$ cat config.mk
export PLATFORM = sky130hd
export DESIGN_NAME = audio_i2s_dac_out
export DESIGN_NICKNAME = d
export VERILOG_FILES = /design/src/rtl/wasca_audio_pkg.sv /design/src/rtl/audio_sample_fifo.sv /design/src/rtl/audio_i2s_dac_out.sv
export SDC_FILE = /design/constraint.sdc
export NUM_CORES = 2
export LEC_CHECK = 0
export CORE_MARGIN = 4
export CORE_UTILIZATION = 60
export DETAILED_ROUTE_END_ITERATION = 8
export PLACE_DENSITY = 0.73
export RECOVER_POWER = 25
export SYNTH_ARGS = -nofsm -noshare
export SYNTH_HDL_FRONTEND = slang
export SYNTH_SLANG_ARGS = --single-unit
$ cat constraint.sdc
create_clock -name clock -period 5.6 [get_ports clock]
set_clock_uncertainty 0.15 [all_clocks]
set_input_delay 1.12 -clock clock [delete_from_list [all_inputs] [get_ports clock]]
set_output_delay 1.12 -clock clock [all_outputs]
set_load 0.02 [all_outputs]
$ cat src/rtl/wasca_audio_pkg.sv
// Shared constants for the wasca audio output block: register map, bit positions
// and synchroniser depth.
package wasca_audio_pkg;

  localparam logic [1:0] ADDR_DATA    = 2'd0;
  localparam logic [1:0] ADDR_STATUS  = 2'd1;
  localparam logic [1:0] ADDR_CONTROL = 2'd2;
  localparam logic [1:0] ADDR_THRESH  = 2'd3;

  localparam int unsigned STAT_EMPTY = 16;
  localparam int unsigned STAT_FULL  = 17;
  localparam int unsigned STAT_UNDR  = 18;
  localparam int unsigned STAT_OVF   = 19;

  localparam int unsigned CTRL_EN     = 0;
  localparam int unsigned CTRL_IRQ_EN = 1;
  localparam int unsigned CTRL_FLUSH  = 2;

  localparam int unsigned SYNC_STAGES = 2;

endpackage

$ cat src/rtl/audio_sample_fifo.sv
// Single-clock show-ahead FIFO of stereo sample words. Pushes while full are
// dropped; flush empties it in one cycle and wins over a concurrent push/pop.
module audio_sample_fifo #(
  parameter int unsigned WIDTH = 32,
  parameter int unsigned DEPTH = 64,
  localparam int unsigned AW = $clog2(DEPTH),
  localparam int unsigned LW = AW + 1
) (
  input  logic             clock,
  input  logic             reset,
  input  logic             push,
  input  logic             pop,
  input  logic             flush,
  input  logic [WIDTH-1:0] din,
  output logic [WIDTH-1:0] dout,
  output logic [LW-1:0]    level,
  output logic             empty,
  output logic             full
);

  logic [WIDTH-1:0] mem [DEPTH];
  logic [AW-1:0]    wr_ptr;
  logic [AW-1:0]    rd_ptr;
  logic             do_push_c;
  logic             do_pop_c;
  logic [LW-1:0]    level_nxt_c;

  always_comb begin
    do_push_c   = push & ~full & ~flush;
    do_pop_c    = pop & ~empty & ~flush;
    level_nxt_c = level + LW'(do_push_c) - LW'(do_pop_c);
    if (flush) level_nxt_c = '0;
  end

  always_ff @(posedge clock) begin
    if (reset) begin
      wr_ptr <= '0;
      rd_ptr <= '0;
      level  <= '0;
      empty  <= 1'b1;
      full   <= 1'b0;
    end else begin
      if (flush) begin
        wr_ptr <= '0;
        rd_ptr <= '0;
      end else begin
        if (do_push_c) wr_ptr <= AW'(wr_ptr + 1'b1);
        if (do_pop_c)  rd_ptr <= AW'(rd_ptr + 1'b1);
      end
      level <= level_nxt_c;
      empty <= (level_nxt_c == '0);
      full  <= (level_nxt_c == LW'(DEPTH));
    end
  end

  // Storage needs no reset; contents are only visible through valid pointers.
  always_ff @(posedge clock) begin
    if (do_push_c) mem[wr_ptr] <= din;
  end

  assign dout = mem[rd_ptr];

endmodule

$ cat src/rtl/audio_i2s_dac_out.sv
// Avalon-MM audio output: CPU-filled sample FIFO serialised as I2S (MSB first,
// one-BCLK delay) against codec-mastered BCLK/LRCK, with status and low-water irq.
module audio_i2s_dac_out
  import wasca_audio_pkg::*;
#(
  parameter int unsigned FIFO_DEPTH = 64,
  parameter int unsigned SAMPLE_W   = 16,
  parameter int unsigned SLOT_W     = 32
) (
  input  logic        clock,
  input  logic        reset,
  input  logic [1:0]  avs_address,
  input  logic        avs_write,
  input  logic [31:0] avs_writedata,
  input  logic        avs_read,
  output logic [31:0] avs_readdata,
  output logic        irq,
  input  logic        audio_bclk,
  input  logic        audio_lrck,
  output logic        audio_dacdat
);

  localparam int unsigned FW = 2 * SAMPLE_W;
  localparam int unsigned LW = $clog2(FIFO_DEPTH) + 1;
  localparam int unsigned CW = $clog2(SLOT_W + 1);

  logic [SYNC_STAGES-1:0] bclk_sync, lrck_sync;
  logic                   bclk_q, lrck_q;
  logic                   bclk_fall_c, lrck_fall_c, lrck_rise_c;

  logic          en, irq_en, undr, ovf;
  logic [15:0]   thresh;
  logic [FW-1:0] fifo_dout;
  logic [LW-1:0] fifo_level;
  logic          fifo_empty, fifo_full;

  logic [FW-1:0]       hold;
  logic [SAMPLE_W-1:0] shift;
  logic [CW-1:0]       cnt;

  logic wr_data_c, wr_status_c, wr_ctrl_c, wr_thresh_c, flush_c;
  logic pop_c, undr_set_c, ovf_set_c;
  logic [FW-1:0] push_word_c;
  logic [31:0]   status_c, ctrl_c, rd_c;

  // Two-flop synchronisers followed by an edge-detect register.
  always_ff @(posedge clock) begin
    if (reset) begin
      bclk_sync <= '0;
      lrck_sync <= '0;
      bclk_q    <= 1'b0;
      lrck_q    <= 1'b0;
    end else begin
      bclk_sync <= {bclk_sync[SYNC_STAGES-2:0], audio_bclk};
      lrck_sync <= {lrck_sync[SYNC_STAGES-2:0], audio_lrck};
      bclk_q    <= bclk_sync[SYNC_STAGES-1];
      lrck_q    <= lrck_sync[SYNC_STAGES-1];
    end
  end

  always_comb begin
    bclk_fall_c = bclk_q & ~bclk_sync[SYNC_STAGES-1];
    lrck_fall_c = lrck_q & ~lrck_sync[SYNC_STAGES-1];
    lrck_rise_c = ~lrck_q & lrck_sync[SYNC_STAGES-1];

    wr_data_c   = avs_write & (avs_address == ADDR_DATA);
    wr_status_c = avs_write & (avs_address == ADDR_STATUS);
    wr_ctrl_c   = avs_write & (avs_address == ADDR_CONTROL);
    wr_thresh_c = avs_write & (avs_address == ADDR_THRESH);
    flush_c     = wr_ctrl_c & avs_writedata[CTRL_FLUSH];
    push_word_c = {avs_writedata[31 -: SAMPLE_W], avs_writedata[15 -: SAMPLE_W]};

    pop_c      = lrck_fall_c & en & ~fifo_empty & ~flush_c;
    undr_set_c = lrck_fall_c & en & (fifo_empty | flush_c);
    ovf_set_c  = wr_data_c & fifo_full;

    status_c              = 32'(16'(fifo_level));
    status_c[STAT_EMPTY]  = fifo_empty;
    status_c[STAT_FULL]   = fifo_full;
    status_c[STAT_UNDR]   = undr;
    status_c[STAT_OVF]    = ovf;
    ctrl_c                = '0;
    ctrl_c[CTRL_EN]       = en;
    ctrl_c[CTRL_IRQ_EN]   = irq_en;

    case (avs_address)
      ADDR_DATA:    rd_c = '0;
      ADDR_STATUS:  rd_c = status_c;
      ADDR_CONTROL: rd_c = ctrl_c;
      default:      rd_c = 32'(thresh);
    endcase
  end

  audio_sample_fifo #(
    .WIDTH (FW),
    .DEPTH (FIFO_DEPTH)
  ) u_fifo (
    .clock (clock),
    .reset (reset),
    .push  (wr_data_c),
    .pop   (pop_c),
    .flush (flush_c),
    .din   (push_word_c),
    .dout  (fifo_dout),
    .level (fifo_level),
    .empty (fifo_empty),
    .full  (fifo_full)
  );

  // Register file, sticky flags (set beats W1C) and interrupt.
  always_ff @(posedge clock) begin
    if (reset) begin
      en           <= 1'b0;
      irq_en       <= 1'b0;
      thresh       <= 16'(FIFO_DEPTH / 2);
      undr         <= 1'b0;
      ovf          <= 1'b0;
      irq          <= 1'b0;
      avs_readdata <= '0;
    end else begin
      if (wr_ctrl_c) begin
        en     <= avs_writedata[CTRL_EN];
        irq_en <= avs_writedata[CTRL_IRQ_EN];
      end
      if (wr_thresh_c) thresh <= avs_writedata[15:0];
      undr <= undr_set_c | (undr & ~(wr_status_c & avs_writedata[STAT_UNDR]));
      ovf  <= ovf_set_c | (ovf & ~(wr_status_c & avs_writedata[STAT_OVF]));
      irq  <= irq_en & ((16'(fifo_level) <= thresh) | undr);
      if (avs_read) avs_readdata <= rd_c;
    end
  end

  // Serialiser: an LRCK edge reloads the channel; a coincident BCLK fall is the delay bit.
  always_ff @(posedge clock) begin
    if (reset) begin
      hold         <= '0;
      shift        <= '0;
      cnt          <= CW'(SLOT_W);
      audio_dacdat <= 1'b0;
    end else if (lrck_fall_c || lrck_rise_c) begin
      if (lrck_fall_c) begin
        hold  <= pop_c ? fifo_dout : '0;
        shift <= pop_c ? fifo_dout[FW-1 -: SAMPLE_W] : '0;
      end else begin
        shift <= hold[SAMPLE_W-1:0];
      end
      cnt <= bclk_fall_c ? CW'(1) : '0;
      if (bclk_fall_c) audio_dacdat <= 1'b0;
    end else if (bclk_fall_c) begin
      if (cnt != '0 && cnt <= CW'(SAMPLE_W)) begin
        audio_dacdat <= shift[SAMPLE_W-1];
        shift        <= {shift[SAMPLE_W-2:0], 1'b0};
      end else begin
        audio_dacdat <= 1'b0;
      end
      if (cnt != CW'(SLOT_W)) cnt <= cnt + CW'(1);
    end
  end

endmodule
# Word-level counts from Yosys, hierarchy flattened
# Memories as Yosys holds them, arrays and structs flattened. A register that Yosys moved wholly into a read port is not among the register bits.
# Cells that the tools add are included.
op_classes:
  n_addsub: 5
  n_lt_le_gt_ge: 2
  eq_ne: 5
  mux: 20
  bitwise: 34
  reduce_logical: 12
ops:
  columns: ["operator", "count"]
  rows:
  - ["two-way mux 16 bit", 6]
  - ["case mux 20 bit (3 select lines)", 1]
  - ["two-way mux 6 bit", 5]
  - ["bitwise AND 1 bit", 22]
  - ["adder 6 x 1 -> 6 bit (second input constant)", 3]
  - ["less-or-equal comparator 7 x 16 -> 1 bit", 1]
  - ["NOT 1 bit", 8]
  - ["adder 7 x 1 -> 7 bit", 1]
  - ["equality test 7 bit (second input constant)", 1]
  - ["logical NOT 7 bit", 1]
  - ["two-way mux 1 bit", 7]
  - ["two-way mux 7 bit", 1]
  - ["subtractor 7 x 1 -> 7 bit", 1]
  - ["less-or-equal comparator 6 x 5 -> 1 bit (second input constant)", 1]
  - ["!= test 6 bit (second input constant)", 1]
  - ["AND reduction 2 bit", 3]
  - ["nonzero test 2 bit", 3]
  - ["nonzero test 6 bit", 1]
  - ["equality test 2 bit (second input constant)", 2]
  - ["OR 1 bit", 4]
  - ["equality test 2 x 1 -> 1 bit (second input constant)", 1]
  - ["logical NOT 2 bit", 1]
  - ["OR reduction 2 bit", 1]
  - ["logical AND 1 bit", 1]
  - ["logical OR 1 bit", 1]
word_totals:
  register_bits: 119
  ramBits: 2048
  wordCells: 99
  memories: 1
memory_table:
  columns: ["memory", "words", "width", "read_ports", "rd_ports_with_merged_regs", "write_ports", "line", "rtl"]
  rows:
  - ["u_fifo.mem", 64, 32, 1, 1, 1, "audio_sample_fifo.sv:21", "logic [WIDTH-1:0] mem [DEPTH];"]

# Longest topological paths before layout
logic_depth:
  ltp_word: 10
  depth_mapped: 14
  ltp_nobuf: 13

# Cells and area by module
# A second synthesis with hierarchy kept.
hier_totals:
  cells_unflattened: 3913
  area_unflattened_um2: 82993.3
modules_own_cells:
  columns: ["mod", "instances", "cells_per_inst", "area_per_inst_um2", "seq_area_each_um2"]
  rows:
  - ["audio_sample_fifo", 1, 3454, 78915.7, 62039.5]
  - ["audio_i2s_dac_out", 1, 459, 4077.7, 1721.7]

# Worst setup path before layout
# OpenSTA, ideal clock, no wires.
synth_timing:
  kind: "input -> register"
  start: "input avs_address[1]"
  end: "memory u_fifo.mem[63][0] (enable)"
  arrival_time_ns: 3.741
  path_slack_ns: 1.288
  stages: 7
  path_buffers: 2
  cell_sequence: "clkbuf_1 > nor2b_1 > nor3b_2 > and2_1 > nand3_1 > clkbuf_1 > nor2_1"
synth_between:
  elab_chain_cells: 7
  elab_cells_between_ends: 10
  classes_between: "eq/ne (1); mux (2); bitwise (6); reduce/logical (1)"
synth_lines:
  columns: ["element", "line", "rtl"]
  rows:
  - ["from (decl)", "audio_i2s_dac_out.sv:12", "input logic [1:0] avs_address,"]
  - ["equality test 2 bit", "audio_i2s_dac_out.sv:68", "wr_ctrl_c = avs_write & (avs_address == ADDR_CONTROL);"]
  - ["bitwise AND 1 bit", "audio_i2s_dac_out.sv:68", null]
  - ["bitwise AND 1 bit", "audio_i2s_dac_out.sv:70", "flush_c = wr_ctrl_c & avs_writedata[CTRL_FLUSH];"]
  - ["NOT 1 bit", "audio_sample_fifo.sv:29", "do_push_c = push & ~full & ~flush;"]
  - ["bitwise AND 1 bit (*)", "audio_sample_fifo.sv:29", null]
  - ["named net u_fifo.do_push_c", "audio_sample_fifo.sv:24", "logic do_push_c;"]
  - ["two-way mux 1 bit (*)", "audio_sample_fifo.sv:58", "if (do_push_c) mem[wr_ptr] <= din;"]
  - ["two-way mux 1 bit (not written as such) (*)", "audio_sample_fifo.sv:58", null]
  - ["to (decl)", "audio_sample_fifo.sv:21", null]
# Mark *: on every way through the listed nets, which the timed path passes. The rest lies on a longest branch.

# Worst setup path in the final report
layout_timing:
  start: "input avs_writedata[1]"
  end: "memory u_fifo.mem[63][1], data pin"
layout_lines:
  columns: ["element", "line", "rtl"]
  rows:
  - ["from (decl)", "audio_i2s_dac_out.sv:14", "input logic [31:0] avs_writedata,"]
# No word-level cell before the write port.

==> results.json <==
{
  "finalSetupViolations": 0,
  "hold_start": "avs_readdata[3]",
  "synth-adder-area-share_pct": 0.308,
  "layout_min_cycle_time_ns": 4.46,
  "rsz0062_at_grt": "no",
  "synth_compound_area_share_pct": 3.90,
  "syn-instance-count": 4149,
  "power_leakage_uw": 0.0284,
  "port_buffers": 61,
  "synth_top_area_share_pct": 73.6,
  "tns_ns": 0,
  "drive_gt1_share_pct": 22.4,
  "yosysSeqAreaShare_pct": 76.3,
  "netlist_top_cells_area": "edfxtp_1 74%, mux4_2 12%, dfxtp_1 2.7%",
  "yosysMostFrequentCell": "edfxtp_1",
  "cts_tree": "built",
  "synthFlopType": "edfxtp_1",
  "cts-root-buf": "clkbuf_16",
  "die_height_um": 381,
  "clock_latency_ns": 0.85,
  "drtPass1Iterations": 6,
  "synth_xor_area_share_pct": 0.178,
  "antenna_found_initial": 20,
  "synth.top_cells.by_count": "2048 x edfxtp_1, 430 x mux4_2, 208 x mux2i_1",
  "cp-end-kind": "flip-flop",
  "arrival_ns": 4.31,
  "fmax_mhz": 224,
  "first_iter_violations": 7872,
  "grt_pass1_vias": 43197,
  "postCtsSetupRepairBufs": 0,
  "die_w_um": 381,
  "clock_path_buffers": 3,
  "ys_warn_count": 0,
  "htreeDepth": 4,
  "min_period_over_period_pct": 79.6,
  "synth.cell_area_um2": 83600,
  "drt_wl_total_mm": 250,
  "grt_pass1_wl_mm": 345,
  "worst-r2r-cell-count": 7,
  "hpwl_mm": 154,
  "core_area_um2": 138000,
  "routedWlPerCell_um": 39.4,
  "synth_edf_count": 2048,
  "worst_setup_path_start_kind": "input port",
  "cts.hold.buffers_added": 0,
  "synth_top_family_by_area": "multiplexers",
  "maxCapViolCount": 26,
  "violations": "max-capacitance violations, max-slew violations",
  "cts_resized": 0,
  "grt_overflow": 0,
  "r2r-end": "hold[1]",
  "crit_family": "buffers and inverters",
  "rrSetupSlack_ns": 1.52,
  "cts_buffers": 204,
  "finalHoldViolCount": 0,
  "path_class": "in2reg",
  "clock_sinks": 2161,
  "outcome": "finished, violations left",
  "via_per_inst": 7.18,
  "place_congestion": 1.05,
  "core.rowCount": 136,
  "hold_end": "avs_readdata[3]",
  "tightest_slew_ns": 4.46,
  "power_uw": 31900,
  "cp.required_ns": 5.45,
  "grtUsageTotal_pct": 34.4,
  "crit_chain": "clkbuf_1",
  "drv_slew": 1539,
  "critPathMaxStageDelay_ns": 2.98,
  "synthToLayoutAreaGrowth_pct": 12.1,
  "slowest_stage": "clkbuf_1",
  "synth.mux.area_fraction_pct": 14.3,
  "slew_headroom_pct": -197,
  "num_vias": 45484,
  "initial_core_util_pct": 60.6,
  "grt_max_degree": 77,
  "final_nets": 4420,
  "crit_buf_inv": 1,
  "io_pins": 74,
  "drc": 0,
  "ir_drop_v": 0.000341,
  "min_path_type": "reg2reg",
  "synth_area_per_cell_um2": 20.1,
  "async_flop_share_pct": 0,
  "ant_nets": 0,
  "post_synth_and_or_nand_nor_area_fraction_pct": 3.23,
  "p_per_area_nw_per_um2": 341,
  "synth_top_cell_by_area": "edfxtp_1",
  "synth_cell_types": 81,
  "die-area_um2": 145000,
  "clk_pin_slew_worst_paths_ns": 0.06,
  "hold_depth": 2,
  "worstPathMaxFanout": 66,
  "ys_seq_elements": 2161
}
## placed cells by master (no fill, tap or decap), types with 14 or more instances in the layout
cell             netlist  final
a211oi_1              39     36
a21oi_1              104    104
a22o_1                14     14
a22oi_1               98     98
a32o_1                15     15
and2_1                15     15
buf_12                 0     29
buf_4                 66    150
clkbuf_1              84     73
clkbuf_16              0    205
clkdlybuf4s50_1        0     28
clkinv_1               1     49
clkinv_2               0     31
dfxtp_1              113    107
edfxtp_1            2048   2048
ha_1                  19     18
inv_1                 21     21
mux2_2                15     15
mux2i_1              208    207
mux4_2               430    430
nand2_1              161    158
nand2b_1              25     25
nand3_1               55     55
nor2_1               153     87
nor2_4                 0     65
nor2b_1               46     40
nor3_1                28     27
nor3b_1               15     14
o21ai_0               29     29
o221ai_1              16     16
o22ai_1               42     42
## how the worst max path moves through the flow
stage / slack, ns / to / cells past startpoint / startpoint
after global placement: 0.94 / u_fifo.mem[53][13] / 6 / avs_address[0]
final: 1.14 / u_fifo.mem[63][1] / 1 / avs_writedata[1]
after global routing: 1.19 / u_fifo.mem[26][17] / 1 / avs_writedata[17]
after detailed placement: 0.90 / u_fifo.mem[53][3] / 6 / avs_address[0]
after CTS: 1.68 / shift[11] / 8 / flip-flop
after floorplan: 1.29 / u_fifo.mem[63][0] / 7 / avs_address[1]
## state kept, by name (all words and copies together) (netlist names), 6 cells and up, named ones only
signal         flops
thresh            16
u_fifo.mem      2048
u_fifo.level       7
hold              16
cnt                6
shift             16
u_fifo.rd_ptr      6
u_fifo.wr_ptr      6
avs_readdata      20
## cell families (layout without fill, tap and decap cells)
| family | count (synthesis) | count (layout) |
|---|---|---|
| flops | 2161 | 2161 |
| mux | 653 | 653 |
| simple gates | 564 | 564 |
| compound gates | 464 | 464 |
| buf+inv | 269 | 636 |
| fa+ha+maj | 20 | 20 |
| xor+xnor | 17 | 17 |
| other cells | 1 | 24 |
## layout make-up
cell class | count | area (µm²)
inverters | 23 | 86.3
multi-input cells | 1730 | 18900
clock buffers | 258 | 5400
flip-flops and latches | 2161 | 63800
fillers | 8623 | 44200
diodes | 12 | 30.0
clock inverters | 115 | 1070
well taps | 1794 | 2240
repair buffers | 240 | 2120
## power by group
group	switching, µW	leakage, µW	internal [µW]
registers	34.8	0.0193	17700
logic	565	0.00590	143
clock network	6010	0.00313	7450
## metrics by stage
step	instances	cell area [µm²]	hold WS, ns	util (%)	setup slack, ns
final	6333	93700	0.315	68.0	1.14
after global routing	6321	93600	0.326	67.9	1.19
after global placement	5948	87200	0.287	63.3	0.940
after floorplan	4160	83600	0.264	-	1.29
after detailed placement	5948	87200	0.297	63.3	0.902
after CTS	6321	93700	0.318	68.0	1.68
## layer usage
metal | GRT usage (%) | vias to the layer above | wire [µm]
met5 | 0 | - | 84
li1 | - | 17589 | -
met4 | 17.5 | 12 | 15200
met3 | 8.37 | 627 | 30400
met1 | 49.2 | 23702 | 90900
met2 | 50.3 | 3554 | 113000
Note: power is estimated with default switching activity, not from simulation.
